[src/rtl/draw_layer_scheduler.sv]
// Four-layer priority scheduler for the VGA drawing path with a shadow priority table committed at frame start.
// Optional per-layer blinking is built only when LAYER_BLINK_EN is defined.
module draw_layer_scheduler #(
  parameter int unsigned BLINK_FRAMES    = 16,
  parameter logic [7:0]  TRANSPARENT_RGB = 8'hFF
) (
  input  logic       clk,
  input  logic       reset,
  input  logic       startOfFrame,
  input  logic [3:0] drawRequest,
  input  logic [7:0] RGB0,
  input  logic [7:0] RGB1,
  input  logic [7:0] RGB2,
  input  logic [7:0] RGB3,
  input  logic       cfgWrite,
  input  logic [1:0] cfgSlot,
  input  logic [1:0] cfgLayer,
  input  logic       cfgEnable,
  input  logic       cfgBlink,
  output logic       cfgReady,
  output logic       cfgPending,
  output logic       cfgError,
  output logic       drawRequestOut,
  output logic [7:0] RGBOut,
  output logic [1:0] winnerLayer
);

  localparam logic [1:0] IDLE    = 2'd0;
  localparam logic [1:0] PENDING = 2'd1;
  localparam logic [1:0] COMMIT  = 2'd2;

  localparam logic [3:0][1:0] RESET_SLOTS = {2'd3, 2'd2, 2'd1, 2'd0};

  if (BLINK_FRAMES < 2 || BLINK_FRAMES > 255) begin : g_bad_blink_frames
    $error("BLINK_FRAMES must be in 2..255");
  end

  logic [1:0]      state;
  logic [1:0]      state_next;
  logic            wr_en;
  logic            commit_ok;
  logic            err;
  logic [3:0][1:0] act_slot;
  logic [3:0][1:0] shd_slot;
  logic [3:0]      act_en;
  logic [3:0]      shd_en;
  logic [3:0]      act_blink;
  logic [3:0]      shd_blink;
  logic            blink_phase;

  // Config FSM: writes are refused only during the single COMMIT cycle
  always_comb begin
    state_next = state;
    wr_en      = 1'b0;
    case (state)
      IDLE: begin
        if (cfgWrite) begin
          wr_en      = 1'b1;
          state_next = PENDING;
        end
      end
      PENDING: begin
        wr_en = cfgWrite;
        if (startOfFrame) state_next = COMMIT;
      end
      COMMIT:  state_next = IDLE;
      default: state_next = IDLE;
    endcase
  end

  always_ff @(posedge clk) begin
    if (reset) state <= IDLE;
    else       state <= state_next;
  end

  // Four distinct 2-bit ids are necessarily a permutation of 0..3
  always_comb begin
    commit_ok = (shd_slot[0] != shd_slot[1]) && (shd_slot[0] != shd_slot[2]) &&
                (shd_slot[0] != shd_slot[3]) && (shd_slot[1] != shd_slot[2]) &&
                (shd_slot[1] != shd_slot[3]) && (shd_slot[2] != shd_slot[3]);
  end

  always_ff @(posedge clk) begin
    if (reset) begin
      act_slot  <= RESET_SLOTS;
      shd_slot  <= RESET_SLOTS;
      act_en    <= 4'hF;
      shd_en    <= 4'hF;
      act_blink <= 4'h0;
      shd_blink <= 4'h0;
      err       <= 1'b0;
    end else if (state == COMMIT) begin
      if (commit_ok) begin
        act_slot  <= shd_slot;
        act_en    <= shd_en;
        act_blink <= shd_blink;
        err       <= 1'b0;
      end else begin
        shd_slot  <= act_slot;
        shd_en    <= act_en;
        shd_blink <= act_blink;
        err       <= 1'b1;
      end
    end else if (wr_en) begin
      shd_slot[cfgSlot]   <= cfgLayer;
      shd_en[cfgLayer]    <= cfgEnable;
      shd_blink[cfgLayer] <= cfgBlink;
    end
  end

  assign cfgReady   = (state != COMMIT);
  assign cfgPending = (state == PENDING);
  assign cfgError   = err;

`ifdef LAYER_BLINK_EN
  logic [7:0] frame_cnt;

  // Phase flips when the frame counter wraps; the pulse cycle itself still sees the old phase
  always_ff @(posedge clk) begin
    if (reset) begin
      frame_cnt   <= 8'd0;
      blink_phase <= 1'b0;
    end else if (startOfFrame) begin
      if (frame_cnt == 8'(BLINK_FRAMES - 1)) begin
        frame_cnt   <= 8'd0;
        blink_phase <= ~blink_phase;
      end else begin
        frame_cnt <= frame_cnt + 8'd1;
      end
    end
  end
`else
  assign blink_phase = 1'b0;
`endif

  logic [3:0][7:0] rgb;
  logic [3:0]      opaque;
  logic [3:0]      eligible;
  logic            win_req;
  logic [7:0]      win_rgb;
  logic [1:0]      win_layer;

  assign rgb = {RGB3, RGB2, RGB1, RGB0};

  always_comb begin
    opaque = 4'h0;
    for (int l = 0; l < 4; l++) opaque[l] = (rgb[l] != TRANSPARENT_RGB);
  end

  assign eligible = drawRequest & act_en & opaque & ~(act_blink & {4{blink_phase}});

  // Scan from lowest priority upward so the lowest eligible slot overwrites last
  always_comb begin
    win_req   = 1'b0;
    win_rgb   = 8'h00;
    win_layer = 2'd0;
    for (int s = 3; s >= 0; s--) begin
      if (eligible[act_slot[s]]) begin
        win_req   = 1'b1;
        win_rgb   = rgb[act_slot[s]];
        win_layer = act_slot[s];
      end
    end
  end

  always_ff @(posedge clk) begin
    if (reset) begin
      drawRequestOut <= 1'b0;
      RGBOut         <= 8'h00;
      winnerLayer    <= 2'd0;
    end else begin
      drawRequestOut <= win_req;
      RGBOut         <= win_rgb;
      winnerLayer    <= win_layer;
    end
  end

endmodule
[config.mk]
export PLATFORM = sky130hd
export DESIGN_NAME = draw_layer_scheduler
export DESIGN_NICKNAME = d
export VERILOG_FILES = /design/src/rtl/draw_layer_scheduler.sv
export SDC_FILE = /design/constraint.sdc
export NUM_CORES = 1
export LEC_CHECK = 0
export CAP_MARGIN = 10
export CORE_UTILIZATION = 50
export CTS_CLUSTER_DIAMETER = 50
export CTS_CLUSTER_SIZE = 30
export DETAILED_ROUTE_END_ITERATION = 10
export PLACE_DENSITY = 0.88
export SLEW_MARGIN = 30
export SYNTH_ARGS = -nofsm -noshare
export SYNTH_HDL_FRONTEND = slang
export SYNTH_SLANG_ARGS = --single-unit
export TNS_END_PERCENT = 30
[constraint.sdc]
create_clock -name clk -period 2.73 [get_ports clk]
set_input_delay 0.546 -clock clk [delete_from_list [all_inputs] [get_ports clk]]
set_output_delay 0.546 -clock clk [all_outputs]
set_load 0.01 [all_outputs]
==> results.json, run 1 <==
{
  "status": "completed",
  "drt-vias-per-instance": 6.88,
  "die_h_um": 80.5,
  "grtUsageMet2_pct": 51.1,
  "final_area_um2": 4020,
  "cts_resized": 0,
  "hold_slack_ns": 0.490,
  "yosys.area_share.xor_xnor_pct": 3.41,
  "top_usage_layer": "met2",
  "ys_types": 54,
  "p_total_mw": 1.55,
  "p_per_area_nw_per_um2": 387,
  "met3_usage_pct": 7.05,
  "area_growth_pct": 30.4,
  "synth_top_family_by_area": "multiplexers",
  "fp.coreArea_um2": 5920,
  "route.detailed.drc": 0,
  "synthTopCellsByCount": "38 x dfxtp_1, 36 x nand2_1, 23 x mux4_2",
  "setup_viol": 0,
  "required_ns": 2.98,
  "slowest_delay_ns": 0.58,
  "hp-class": "reg -> reg",
  "cts_num_sinks": 38,
  "fmax_ghz": 0.389,
  "tightest_slew_ns": 0.875,
  "slowest_stage": "nor2_1",
  "die_w_um": 80.5,
  "synth_edf_count": 0,
  "synthCells": 314,
  "finClkSkew_ns": 0.00987,
  "via_count": 3212,
  "grt_overflow_total": 0,
  "synthesis.area_um2": 3080,
  "drt_first_pass_iters": 9,
  "yosys.cell_count.top_type": "dfxtp_1",
  "ys_seq_area_share_pct": 24.7,
  "clock_path_buffers": 2,
  "synth.area.mux_share_pct": 30.0,
  "synth_top_area_share_pct": 24.7,
  "rsz0062_at_grt": "no",
  "port_buffers": 58,
  "cts_made_buffers": 5,
  "place_congestion": 0.890,
  "relSlewSlack_pct": 41.6,
  "clk_latency_ns": 0.31,
  "cts_tree": "done",
  "hold_viol": 0,
  "diodes": 0,
  "synth_fa_ha_area_share_pct": 0,
  "cap_violations": 0,
  "synth.area.top_cells": "dfxtp_1 25%, mux4_2 17%, mux2i_1 6.5%",
  "power.leakage_nw": 1.59,
  "syn_avg_cell_area_um2": 9.82,
  "path_max_fanout": 8,
  "syn_nets": 360,
  "drt_iter0_drc": 381,
  "cp-start-kind": "input pin",
  "grt_start_max_net_pins": 19,
  "clk_pin_slew_ns": 0.09,
  "wirelength_um": 9520,
  "ys.flop_type": "dfxtp_1",
  "cp_data_arrival_time_ns": 2.83,
  "vdd_drop_max_mv": 0.340,
  "nets": 437,
  "path_cells": "clkdlybuf4s50_1 -> nand4_1 -> o211ai_4 -> mux4_2 -> nor2_1 -> a221o_1",
  "antenna_found_initial": 0,
  "hold_buffers": 0,
  "start_util_pct": 52.1,
  "slew_violations": 0,
  "grtUsageTotal_pct": 31.2,
  "fin_crit_sh_pct": 94.2,
  "yosysWarnings": 0,
  "yosys.area.top_type": "dfxtp_1",
  "placed_area_um2": 3930,
  "synth_seq_cells": 38,
  "io_pins": 60,
  "cts_root_buf": "clkbuf_8",
  "postCtsSetupBuffers": 0,
  "synth_compound_gate_area_share_pct": 21.3,
  "die_area_um2": 6480,
  "grt_util_met1_pct": 35.8,
  "synthArstFlopShare_pct": 0,
  "drt.antenna.violating_nets": 0,
  "tns_ns": 0,
  "cts_max_level": 2,
  "grt_pass1_vias": 3095,
  "row_count": 28,
  "drive_above_1_share_pct": 23.5,
  "hpwl_um": 6740,
  "wl_per_cell_um": 20.4,
  "critPathCaptureType": "register",
  "synth-simple-area-share_pct": 15.5,
  "crit_type": "in -> reg",
  "timing.final.crit_period_ns": 2.57,
  "grt_pass1_wl_um": 15200
}
kinds of logic (layout without fill, tap and decap cells):
family	count (synthesis)	count (layout)
flops	38	38
xor+xnor	12	12
buf+inv	32	110
mux	56	56
compound gates	83	83
simple gates	93	93
cells in the final DEF, fill, tap and decap left out, types with 10 or more instances in the layout:
master           count
nand2_1             36
mux4_2              23
nand3_1             10
buf_4               38
nor2_1              18
xor2_1              12
a211oi_1            10
a21oi_1             14
mux2i_1             20
dfxtp_1             38
clkdlybuf4s50_1     58
where the power goes:
group | internal (mW) | switching [mW]
logic | 0.263 | 0.233
clock network | 0.204 | 0.234
registers | 0.588 | 0.0339
total | 1.05 | 0.501
cell type report:
cell class | instances | area (um2)
well taps | 75 | 93.8
fillers | 439 | 1900
clock inverters | 2 | 12.5
repair buffers | 97 | 886
multi-input cells | 244 | 2170
flip-flops and latches | 38 | 761
inverters | 5 | 18.8
clock buffers | 6 | 82.6
stage by stage:
stage                     cells  setup slack, ns  utilization (%)
after CTS                   467            0.204             67.9
after global placement      459          -0.0521             66.3
after global routing        467            0.100             67.9
final                       467            0.157             67.9
after floorplan             314            0.795                -
after detailed placement    459           -0.104             66.3
sequential cells by signal (all words and copies together), names as in the netlist:
signal	count
RGBOut	8
act_slot	8
shd_slot	8
act_en	4
shd_en	4
state	2
winnerLayer	2
cfgError	1
drawRequestOut	1
layer usage:
metal | vias to the layer above | share of wire [%]
met5 | - | 0
met4 | 0 | 5.9
met3 | 81 | 10
met2 | 243 | 47
met1 | 1495 | 37
li1 | 1393 | -
worst max-delay path: cells and delay by family:
| kind | cells | cell delay [ns] |
|---|---|---|
| simple gates | 2 | 0.80 |
| mux | 1 | 0.57 |
| buf+inv | 1 | 0.50 |
| compound gates | 2 | 0.41 |
path summary, 6_finish.rpt:
kind / from / to / slack [ns] / depth (start not counted)
min reg2reg: state[0] / state[1] / 0.49 / 2
min: state[0] / state[1] / 0.49 / 2
max: RGB0[1] / RGBOut[2] / 0.16 / 6
max reg2reg: act_slot[2] / RGBOut[2] / 0.58 / 4
Note: power is estimated with default switching activity, not from simulation.
==> inputs of run 2 (changes only) <==
- CORE_MARGIN: unset -> 2
- DONT_BUFFER_PORTS: unset -> 1
- PLACE_DENSITY: 0.88 -> 0.76
- SLEW_MARGIN: 30 -> 10
==> results.json, run 2 (synthesis gave the netlist of run 1 again) <==
{
  "hold_viol": 0,
  "multiInputGateArea_um2": 2170,
  "status": "completed",
  "die_area_um2": 6810,
  "hp-class": "in -> reg",
  "rsz0062_at_grt": "no",
  "timing.final.crit_period_ns": 1.95,
  "vdd_drop_max_mv": 0.347,
  "clk_latency_ns": 0.30,
  "setup_ws_ns": 0.781,
  "cap_violations": 0,
  "place_inst": 376,
  "min_path_cells": 1,
  "stdcell_count": 383,
  "relSlewSlack_pct": 62.2,
  "cts_max_level": 2,
  "postCtsSetupBuffers": 0,
  "hpwl_um": 5780,
  "drive_above_1_share_pct": 21.4,
  "path_max_fanout": 18,
  "wirelength_um": 8120,
  "reg_top3": "RGBOut: 8 flops, act_slot: 8 flops, shd_slot: 8 flops",
  "ff_latch_area_um2": 761,
  "clk_pin_slew_ns": 0.08,
  "tightest_slew_ns": 0.567,
  "drt_iter0_drc": 250,
  "grt_pass1_wl_um": 12900,
  "drt.antenna.violating_nets": 0,
  "route.detailed.drc": 0,
  "start_util_pct": 51.8,
  "r2r_end": "RGBOut[4]",
  "r2r-start": "act_en[0]",
  "cts_resized": 0,
  "via_count": 2696,
  "required_ns": 2.92,
  "nets": 354,
  "die_w_um": 82.5,
  "final_common_cell": "dfxtp_1",
  "diodes": 0,
  "cts_num_sinks": 38,
  "grt_start_max_net_pins": 19,
  "fmax_ghz": 0.513,
  "power.leakage_nw": 1.25,
  "cts_tree": "done",
  "hp-start": "reset",
  "critPathCaptureType": "register",
  "fin_crit_sh_pct": 71.4,
  "wl_per_cell_um": 21.2,
  "area_growth_pct": 5.64,
  "nFillCells": 551,
  "crit_type": "reg -> reg",
  "slew_violations": 0,
  "cp_data_arrival_time_ns": 2.14,
  "grt_pass1_vias": 2634,
  "setup_viol": 0,
  "cp-start-kind": "register",
  "drt-vias-per-instance": 7.04,
  "r2r_setup_slack_ns": 0.78,
  "whs_endpoint": "act_slot[0]",
  "io_pins": 60,
  "worstRegToRegCells": 5,
  "row_count": 28,
  "clock_path_buffers": 2,
  "port_buffers": 0,
  "fp.coreArea_um2": 5960,
  "drt_first_pass_iters": 5,
  "layout_common_cells": "38 x dfxtp_1, 36 x nand2_1, 23 x mux4_2",
  "tns_ns": 0,
  "p_per_area_nw_per_um2": 443,
  "die_h_um": 82.5,
  "cts_root_buf": "clkbuf_8",
  "hold_buffers": 0,
  "place_congestion": 0.909,
  "cts_made_buffers": 5,
  "pre_cts_slack_ns": 0.542,
  "antenna_found_initial": 0,
  "finClkSkew_ns": 0.0118,
  "grt_overflow_total": 0,
  "grtUsageTotal_pct": 25.0
}
==> run 2: final cells by class <==
cell class,instances,area share (%)
inverters,5,0.576
multi-input cells,244,66.5
flip-flops and latches,38,23.4
repair buffers,14,3.23
clock inverters,1,0.922
clock buffers,6,2.54
well taps,75,2.88
==> run 2: worst max-delay path: stages (launching register included) <==
cell      delay [ns]
dfxtp_1         0.45
o211ai_4        0.16
mux4_2          0.68
nor2_1          0.19
a211oi_1        0.06
a221o_1         0.29
==> run 2: worst max path at each step <==
stage / startpoint / end / slack [ns] / cells after the start
3_3_place_gp: RGB1[1] / RGBOut[4] / 0.59 / 6
3_5_place_dp: RGB1[1] / RGBOut[4] / 0.54 / 6
5_1_grt: state[1] / act_slot[3] / 0.61 / 7
4_1_cts: state[1] / cfgReady / 0.79 / 3
6_report: act_en[0] / RGBOut[4] / 0.78 / 5
2_1_floorplan: RGB0[1] / winnerLayer[0] / 0.80 / 7
==> run 2: power by group <==
part	internal, mW	leakage (nW)	switching (mW)
Clock	0.293	0.0573	0.213
Combinational	0.154	0.885	0.155
Sequential	0.588	0.312	0.0392
Total	1.04	1.25	0.408
==> run 2: per-layer routing <==
metal / vias to the layer above / routed length [um] / global-route usage (%)
met5: - / 0 / 0
met4: 0 / 193 / 8.52
met3: 17 / 677 / 4.78
met2: 154 / 3960 / 43.2
met1: 1308 / 3290 / 31.1
li1: 1217 / - / -
==> run 2: through the flow <==
stage / hold slack [ns] / total power, mW / cell area (um2) / util (%)
2_1_floorplan: 0.449 / 0.903 / 3080 / -
3_3_place_gp: 0.454 / 0.937 / 3140 / 52.8
3_5_place_dp: 0.464 / 0.947 / 3140 / 52.8
4_1_cts: 0.306 / 1.45 / 3260 / 54.7
5_1_grt: 0.303 / 1.50 / 3260 / 54.7
6_report: 0.311 / 1.44 / 3260 / 54.7
